<file path="config.mk">
export PLATFORM = sky130hd
export DESIGN_NAME = cla_nibble_serial_adder
export DESIGN_NICKNAME = d
export VERILOG_FILES = /design/src/rtl/cla_nibble_serial_adder.sv
export SDC_FILE = /design/constraint.sdc
export NUM_CORES = 1
export LEC_CHECK = 0
export ABC_AREA = 1
export BUFFER_PORTS_ARGS = -buffer_cell sky130_fd_sc_hd__clkbuf_2
export CORE_UTILIZATION = 50
export DETAILED_ROUTE_END_ITERATION = 8
export PLACE_DENSITY = 0.73
export SLEW_MARGIN = 20
export SYNTH_ARGS = -nofsm -noshare
export SYNTH_HDL_FRONTEND = slang
export SYNTH_SLANG_ARGS = --single-unit
</file>
<file path="constraint.sdc">
create_clock -name clk -period 5.46 [get_ports clk]
set_input_delay 1.092 -clock clk [delete_from_list [all_inputs] [get_ports clk]]
set_output_delay 1.092 -clock clk [all_outputs]
set_load 0.005 [all_outputs]
</file>
<file path="src/rtl/cla_nibble_serial_adder.sv">
// Multi-cycle WIDTH-bit adder/subtractor that reuses one 4-bit carry-look-ahead
// slice, one nibble per cycle, behind valid/ready handshakes on both sides.
module cla_nibble_serial_adder #(
    parameter int WIDTH = 32
) (
    input  logic             clk,
    input  logic             rst_n,
    input  logic             in_valid,
    output logic             in_ready,
    input  logic [WIDTH-1:0] a,
    input  logic [WIDTH-1:0] b,
    input  logic             sub,
    output logic             out_valid,
    input  logic             out_ready,
    output logic [WIDTH-1:0] result,
    output logic             c_out,
    output logic             overflow,
    output logic             zero
);

    localparam int NIB = WIDTH / 4;
    localparam int CW  = (NIB > 1) ? $clog2(NIB) : 1;

    typedef enum logic [1:0] {
        IDLE = 2'b00,
        RUN  = 2'b01,
        DONE = 2'b10
    } state_t;

    state_t           state;
    state_t           state_next;
    logic [WIDTH-1:0] a_reg;
    logic [WIDTH-1:0] b_reg;
    logic             carry;
    logic [CW-1:0]    count;
    logic [3:0]       a_nib;
    logic [3:0]       b_nib;
    logic [3:0]       g;
    logic [3:0]       p;
    logic [4:0]       carries;
    logic [3:0]       sum_nib;
    logic [WIDTH-1:0] result_next;
    logic             accept;
    logic             last;

    assign in_ready  = (state == IDLE);
    assign out_valid = (state == DONE);
    assign accept    = in_valid && in_ready;
    assign last      = (count == CW'(NIB - 1));

    // Shared 4-bit look-ahead slice fed with nibble 'count' and the registered carry.
    always_comb begin
        a_nib = a_reg[{count, 2'b00} +: 4];
        b_nib = b_reg[{count, 2'b00} +: 4];
        g = a_nib & b_nib;
        p = a_nib ^ b_nib;
        carries[0] = carry;
        carries[1] = g[0] | (p[0] & carry);
        carries[2] = g[1] | (p[1] & g[0]) | (p[1] & p[0] & carry);
        carries[3] = g[2] | (p[2] & g[1]) | (p[2] & p[1] & g[0])
                   | (p[2] & p[1] & p[0] & carry);
        carries[4] = g[3] | (p[3] & g[2]) | (p[3] & p[2] & g[1])
                   | (p[3] & p[2] & p[1] & g[0])
                   | (p[3] & p[2] & p[1] & p[0] & carry);
        sum_nib = p ^ carries[3:0];
        result_next = result;
        result_next[{count, 2'b00} +: 4] = sum_nib;
    end

    always_ff @(posedge clk) begin
        if (!rst_n) begin
            state <= IDLE;
        end else begin
            state <= state_next;
        end
    end

    always_comb begin
        state_next = state;
        unique case (state)
            IDLE:    if (accept) state_next = RUN;
            RUN:     if (last) state_next = DONE;
            DONE:    if (out_ready) state_next = IDLE;
            default: state_next = IDLE;
        endcase
    end

    // Subtraction is A + ~B + 1: the +1 enters as the initial carry.
    always_ff @(posedge clk) begin
        if (!rst_n) begin
            a_reg    <= '0;
            b_reg    <= '0;
            carry    <= 1'b0;
            count    <= '0;
            result   <= '0;
            c_out    <= 1'b0;
            overflow <= 1'b0;
            zero     <= 1'b0;
        end else begin
            case (state)
                IDLE: begin
                    if (accept) begin
                        a_reg    <= a;
                        b_reg    <= sub ? ~b : b;
                        carry    <= sub;
                        count    <= '0;
                        result   <= '0;
                        c_out    <= 1'b0;
                        overflow <= 1'b0;
                        zero     <= 1'b0;
                    end
                end
                RUN: begin
                    result <= result_next;
                    carry  <= carries[4];
                    count  <= count + 1'b1;
                    if (last) begin
                        c_out    <= carries[4];
                        overflow <= (a_reg[WIDTH-1] == b_reg[WIDTH-1])
                                 && (sum_nib[3] != a_reg[WIDTH-1]);
                        zero     <= (result_next == '0);
                    end
                end
                default: begin
                end
            endcase
        end
    end

endmodule

</file>
==> summary.md, run 1 <==
| Metric | Value |
|---|---|
| H-tree Lvls | 3 |
| GR Util met2 | 0.415 |
| Hold Path Depth | 2 |
| Buffers on Ports | 105 |
| DP Wirelength | 9630 um |
| Share of layout cells above drive strength 1 | 0.170 |
| Area share of the leading cell type in the synthesized netlist | 0.378 |
| Flops & latches, synth | 105 |
| Vias per cell | 5.20 |
| RSZ-0062 raised after global routing | no |
| Initial core utilization | 0.513 |
| Dpl cells | 1013 |
| Number of diodes | 0 |
| CTS tree | done |
| Root Buffer | clkbuf_8 |
| Hold Startpoint | b_reg[23]$_SDFFE_PN0P_ |
| Crit path max fanout | 47 |
| Critical path capture point type | flop |
| Post-CTS Hold Buffers | 0 |
| Startpoint types | flop |
| Synthesized area | 5560 um2 |
| Skew-Pair Late Insertion Delay | 370 ps |
| Worst Skew | 12.9 ps |
| Area Growth Syn to Fin | 13.2% |
| Filler instances | 1090 |
| Gpl congestion | 0.890 |
| Design area | 6300 um2 |
| # rows | 38 |
| Worst IR Drop VDD | 0.000170 V |
| Finished Layout Cells | 1029 |
| CP arrival | 3870 ps |
| Max-slew violations | 0 |
| Status | complete, no violations |
| Vias in the first global route | 4767 |
| Reg2Reg Setup Slack | 1880 ps |
| WL/cell | 13.2 um |
| HP Class | flop to flop |
| Routed Antenna Nets | 0 |
| Final hold vios | 0 |
| Critical path class | flop to flop |
| Top post-synthesis cells by area | dfxtp_1 (38%), nand2_1 (10%), nor2_1 (8.7%) |
| CTS Buffer Depth | 2 |
| Num ports | 106 |
| R2R Path End | zero$_SDFFE_PN0P_ |
| CTS buffer count | 9 |
| Worst endpoint required time | 5760 ps |
| Die area | 11500 um2 |
| Register area share after synthesis | 0.378 |
| Pwr Density | 270 nW/um2 |
| WHS Endpoint | b_reg[23]$_SDFFE_PN0P_ |
| Post-route setup TNS | 0 ps |
| GRT Overall Usage | 0.244 |
| Final worst path period need | 3580 ps |
| DR pass1 iterations | 5 |
| Cells after Synth | 812 |
| Grt met3 use | 0.0418 |
| Setup violations, final | 0 |
| P_leak | 0.00280 uW |
| Nets | 966 |
| First-pass GRT wire length | 22500 um |
| Tcrit/Tclk final | 0.655 |
| Avg Inst Size Synth | 6.85 um2 |
| GR peak layer | met2 |
| Worst relative slew slack | 0.329 |
| GR Util met1 | 0.321 |
| Die width | 107 um |
| Vias | 5347 |
| Worst r2r path cells | 21 |
| Tightest Pin Transition | 1000 ps |
| Post-Syn Nets | 894 |
| DR iter-0 viols | 297 |
| Drt total wl | 13600 um |
| # DRC | 0 |
| Synth Warn # | 0 |
| Die H | 107 um |
| Library cells used by synthesis | 38 |
| Pin count of the biggest net entering global routing | 69 |
| Core area | 10800 um2 |
| Postcts setup bufs | 0 |
| Max Freq | 0.280 GHz |
| Clk sinks | 105 |
| Critical R2R Launch | count[0]$_SDFFE_PN0P_ |
| Initial antenna violation count | 0 |
| Maxcap violations | 0 |
| Clock transition at path regs | 110 ps |
| Placed inst area | 6100 um2 |
| GRT overflow | 0 |
| Yosys top cell by area | dfxtp_1 |
| Resized cells post-CTS | 0 |
-- where the power goes --
group	switching, uW	internal, uW	total, uW
registers	23.4	813	836
logic	254	133	387
clock network	289	190	479
-- Yosys cell counts, drive strengths merged --
| master | number |
|---|---|
| a211oi | 15 |
| a21oi | 71 |
| a221oi | 1 |
| a2bb2oi | 4 |
| a31oi | 8 |
| buf | 12 |
| clkbuf | 37 |
| dfxtp | 105 |
| fa | 1 |
| ha | 12 |
| inv | 63 |
| nand2 | 158 |
| nand3 | 36 |
| nand3b | 1 |
| nand4 | 11 |
| nor2 | 132 |
| nor3 | 2 |
| o211ai | 2 |
| o21a | 1 |
| o21ai | 93 |
| o22ai | 6 |
| or2 | 9 |
| xnor2 | 15 |
| xor2 | 17 |
-- cell type report --
class                      instances  area [um2]  share of cell area
multi-input combinational        595        3020               0.479
tap                              140         175              0.0278
clock inverter                     6        56.3             0.00894
sequential                       105        2100               0.334
clock buffer                      10         138              0.0219
timing repair buffer             110         563              0.0894
inverter                          63         244              0.0388
-- worst max path at each step --
stage                     slack [ps]                  start                       to
final                           1880  count[0]$_SDFFE_PN0P_        zero$_SDFFE_PN0P_
after global routing            1540  count[0]$_SDFFE_PN0P_        zero$_SDFFE_PN0P_
after floorplan                 2310  count[0]$_SDFFE_PN0P_        zero$_SDFFE_PN0P_
after detailed placement        1650               in_valid  result[24]$_SDFFE_PN0P_
after CTS                       1900  count[0]$_SDFFE_PN0P_        zero$_SDFFE_PN0P_
after global placement          1720               in_valid   result[8]$_SDFFE_PN0P_
-- cell families after synthesis --
logic type | after synthesis | synth area share
XOR/XNOR | 32 | 0.0504
AND/OR/NAND/NOR | 349 | 0.264
AO/OA/AOI/OAI | 201 | 0.197
adder cells (fa/ha/maj) | 13 | 0.0306
buffers and inverters | 112 | 0.0806
flip-flops | 105 | 0.378
-- per-layer routing --
metal  part of all wire  up-vias
met5                  0        -
met4              0.016        0
met3              0.054       21
met2               0.47      158
met1               0.46     2363
li1                   -     2805
-- placed cells by master (no fill, tap or decap), types with 4 or more instances in the layout --
master	count
inv_1	54
o21ai_0	91
ha_1	12
inv_6	4
xnor2_1	15
nor2_1	127
nand2_1	153
clkbuf_2	105
a31oi_1	8
inv_2	7
a211oi_1	15
xor2_1	17
nor2_2	4
a2bb2oi_1	4
clkbuf_8	10
nand4_1	11
or2_1	5
dfxtp_1	105
buf_4	5
nand3_1	35
a21oi_1	69
o22ai_1	6
-- critical path, stage by stage, from the launching register on --
cell and delay [ps]:
dfxtp_1 330, buf_4 430, inv_4 270, a21oi_1 190
o21ai_0 100, nand2_1 80, nor2_1 40, a31oi_1 340
fa_1 530, nand2_1 120, inv_1 70, nand3_1 90
nand2_1 90, nand2_1 90, nand2_1 40, nor2_1 120
nand2_1 70, nor3_1 120, nand3_1 90, nor2_1 90
nand2_1 70, a21oi_2 100
-- metrics by stage --
stage	util	hold slack, ps	setup slack (ps)	power (uW)
finish	0.581	454	1880	1700
global route	0.581	472	1540	1800
CTS	0.581	458	1900	1710
detailed placement	0.563	442	1650	1240
global placement	0.563	436	1720	1230
floorplan	-	425	2310	1130
No activity file was read; power rests on OpenSTA's default activity.
==> run 2: changes to the inputs <==
- PLACE_DENSITY: 0.73 -> 0.76
- clock period: 5.46 -> 3.1 ns (I/O delays scaled with it)
==> run 2 against run 1 <==
- the run now ends with design-rule violations left
- cell count grew 1.7%
- utilization grew 2.6 points
- global-route usage is 0.52 points higher
- register-to-register slack worse by 1700 ps
- sequential power rose by 77%
- critical path depth shrank 1
- largest cell class unchanged
==> summary.md, run 2 (synthesis results as in run 1) <==
| Metric | Value |
|---|---|
| Setup violations, final | 0 |
| Maxcap violations | 0 |
| Post-route setup TNS | 0 ps |
| GRT Overall Usage | 0.249 |
| Most common cell on crit path | nand2_1 |
| Buffers on Ports | 105 |
| Filler instances | 1068 |
| R2R Path End | zero$_SDFFE_PN0P_ |
| Post-CTS Hold Buffers | 0 |
| Initial core utilization | 0.513 |
| Die H | 107 um |
| Nets | 984 |
| P_leak | 0.00291 uW |
| Max Freq | 0.340 GHz |
| Num ports | 106 |
| Final hold vios | 0 |
| Worst IR Drop VDD | 0.000226 V |
| Final Total Pwr | 3080 uW |
| Vias per cell | 5.28 |
| Clock transition at path regs | 100 ps |
| Critical path class | flop to flop |
| Max-slew violations | 0 |
| Pwr Density | 469 nW/um2 |
| Initial antenna violation count | 0 |
| Die width | 107 um |
| Design area | 6580 um2 |
| # DRC | 2 |
| Proportion of power drawn by the clock network | 0.266 |
| Drt total wl | 14300 um |
| Failing checks | design-rule violations |
| Critical R2R Launch | count[0]$_SDFFE_PN0P_ |
| CP Cell Sequence | buf_12 > buf_4 > nor2_1 > nor2_1 > o21ai_0 > a31oi_2 > fa_2 > nand2_2 > inv_2 > nand3_2 > nand2_1 > nand2_1 > nand2_1 > nor2_1 > nand2_1 > nor3_2 > nand3_1 > nor2_1 > nand2_1 > a21oi_2 |
| Worst Skew | 19.5 ps |
| CTS Buffer Depth | 2 |
| Vias in the first global route | 4777 |
| Routed Antenna Nets | 0 |
| Most frequent cells in the layout | nand2_1 (150), nor2_1 (125), clkbuf_2 (105) |
| Tightest Pin Transition | 949 ps |
| Commonest non-fill, non-tap cell in the layout | nand2_1 |
| Pin count of the biggest net entering global routing | 68 |
| Crit path launch | count[0]$_SDFFE_PN0P_ |
| Share of layout cells above drive strength 1 | 0.206 |
| DR pass1 iterations | 7 |
| First-pass GRT wire length | 22900 um |
| Worst stage delay on the critical path | 520 ps |
| Multi-input gate area | 3090 um2 |
| WL/cell | 13.7 um |
| Crit path max fanout | 5 |
| Register area | 2110 um2 |
| Area Growth Syn to Fin | 18.3% |
| Number of diodes | 0 |
| Final worst path period need | 2940 ps |
| # rows | 38 |
| Die area | 11500 um2 |
| NetSw | 1040 uW |
| Reg2Reg Setup Slack | 160 ps |
| H-tree Lvls | 3 |
| Combinational fraction of design power | 0.252 |
| Tcrit/Tclk final | 0.950 |
| Clk sinks | 105 |
| CTS buffer count | 9 |
| HP Class | flop to flop |
| CP endpoint | zero$_SDFFE_PN0P_ |
| CTS tree | done |
| DP Wirelength | 10200 um |
| Gpl congestion | 0.918 |
| Critical path capture point type | flop |
| CP arrival | 3250 ps |
| Skew-Pair Late Insertion Delay | 380 ps |
| Status | finished with violations |
| Placed inst area | 6190 um2 |
| Root Buffer | clkbuf_8 |
| Sw Share | 0.337 |
| Crit path max-delay cell type | fa_2 |
| Seq pwr share | 0.482 |
| Worst r2r path cells | 20 |
| Worst endpoint required time | 3410 ps |
| Core area | 10800 um2 |
| GRT overflow | 0 |
| Startpoint types | flop |
| Power Internal | 2040 uW |
| Worst relative slew slack | 0.367 |
| Vias | 5532 |
| DR iter-0 viols | 383 |
-- run 2: cell count changes in the layout (fill, tap and decap cells not counted), sizes merged --
cell,change
buf,+15
inv,-3
clkbuf,+3
clkinv,+3
-- run 2: what timing repair did --
item                                    in CTS  in global routing
endpoints found under the setup margin       1                  7
pin swaps                                    0                 16
buffers inserted                             0                  5
resized for setup                            1                 29
gates cloned                                 0                  3
-- run 2: stage by stage --
stage               setup slack [ps]   util  std cells  hold slack [ps]
floorplan                       24.6      -        812              425
global placement                 141  0.571       1023              445
detailed placement              16.2  0.571       1023              449
CTS                             25.0  0.589       1039              463
global route                   -56.9  0.607       1047              482
finish                           156  0.607       1047              460
-- run 2: cell type report --
type                            count  area share
Clock buffer                       10      0.0194
Clock inverter                      6     0.00932
Inverter                           63      0.0386
Multi-Input combinational cell    595       0.469
Sequential cell                   105       0.321
Tap cell                          140      0.0266
Timing Repair Buffer              128       0.116
-- run 2: worst min-delay path by stage --
stage / start / endpoint / slack, ps / cells past startpoint
2_1_floorplan: b_reg[23]$_SDFFE_PN0P_ / b_reg[23]$_SDFFE_PN0P_ / 420 / 2
3_3_place_gp: b_reg[10]$_SDFFE_PN0P_ / b_reg[10]$_SDFFE_PN0P_ / 450 / 2
3_5_place_dp: b_reg[10]$_SDFFE_PN0P_ / b_reg[10]$_SDFFE_PN0P_ / 450 / 2
4_1_cts: b_reg[24]$_SDFFE_PN0P_ / b_reg[24]$_SDFFE_PN0P_ / 460 / 2
5_1_grt: a[9] / a_reg[9]$_SDFFE_PN0P_ / 480 / 3
6_report: b_reg[10]$_SDFFE_PN0P_ / b_reg[10]$_SDFFE_PN0P_ / 460 / 2
-- run 2: power by group through the flow --
stage | combinational [uW] | sequential [uW] | clock, uW
after floorplan | 501 | 1490 | 0
after global placement | 698 | 1510 | 0
after detailed placement | 707 | 1510 | 0
after CTS | 713 | 1480 | 835
after global routing | 868 | 1490 | 889
final | 778 | 1480 | 820
-- run 2: metal layers --
metal / vias up / track usage / part of all wire
li1: 2839 / - / -
met1: 2507 / 0.357 / 0.48
met2: 169 / 0.394 / 0.45
met3: 17 / 0.0369 / 0.056
met4: 0 / 0.0587 / 0.012
met5: - / 0 / 0
-- run 2: worst max-delay path: cells and delay by family, from the launching register on --
kind                     cells  cell delay [ps]
flip-flops                   1              450
AND/OR/NAND/NOR             13             1090
AO/OA/AOI/OAI                3              520
adder cells (fa/ha/maj)      1              520
buffers and inverters        3              280
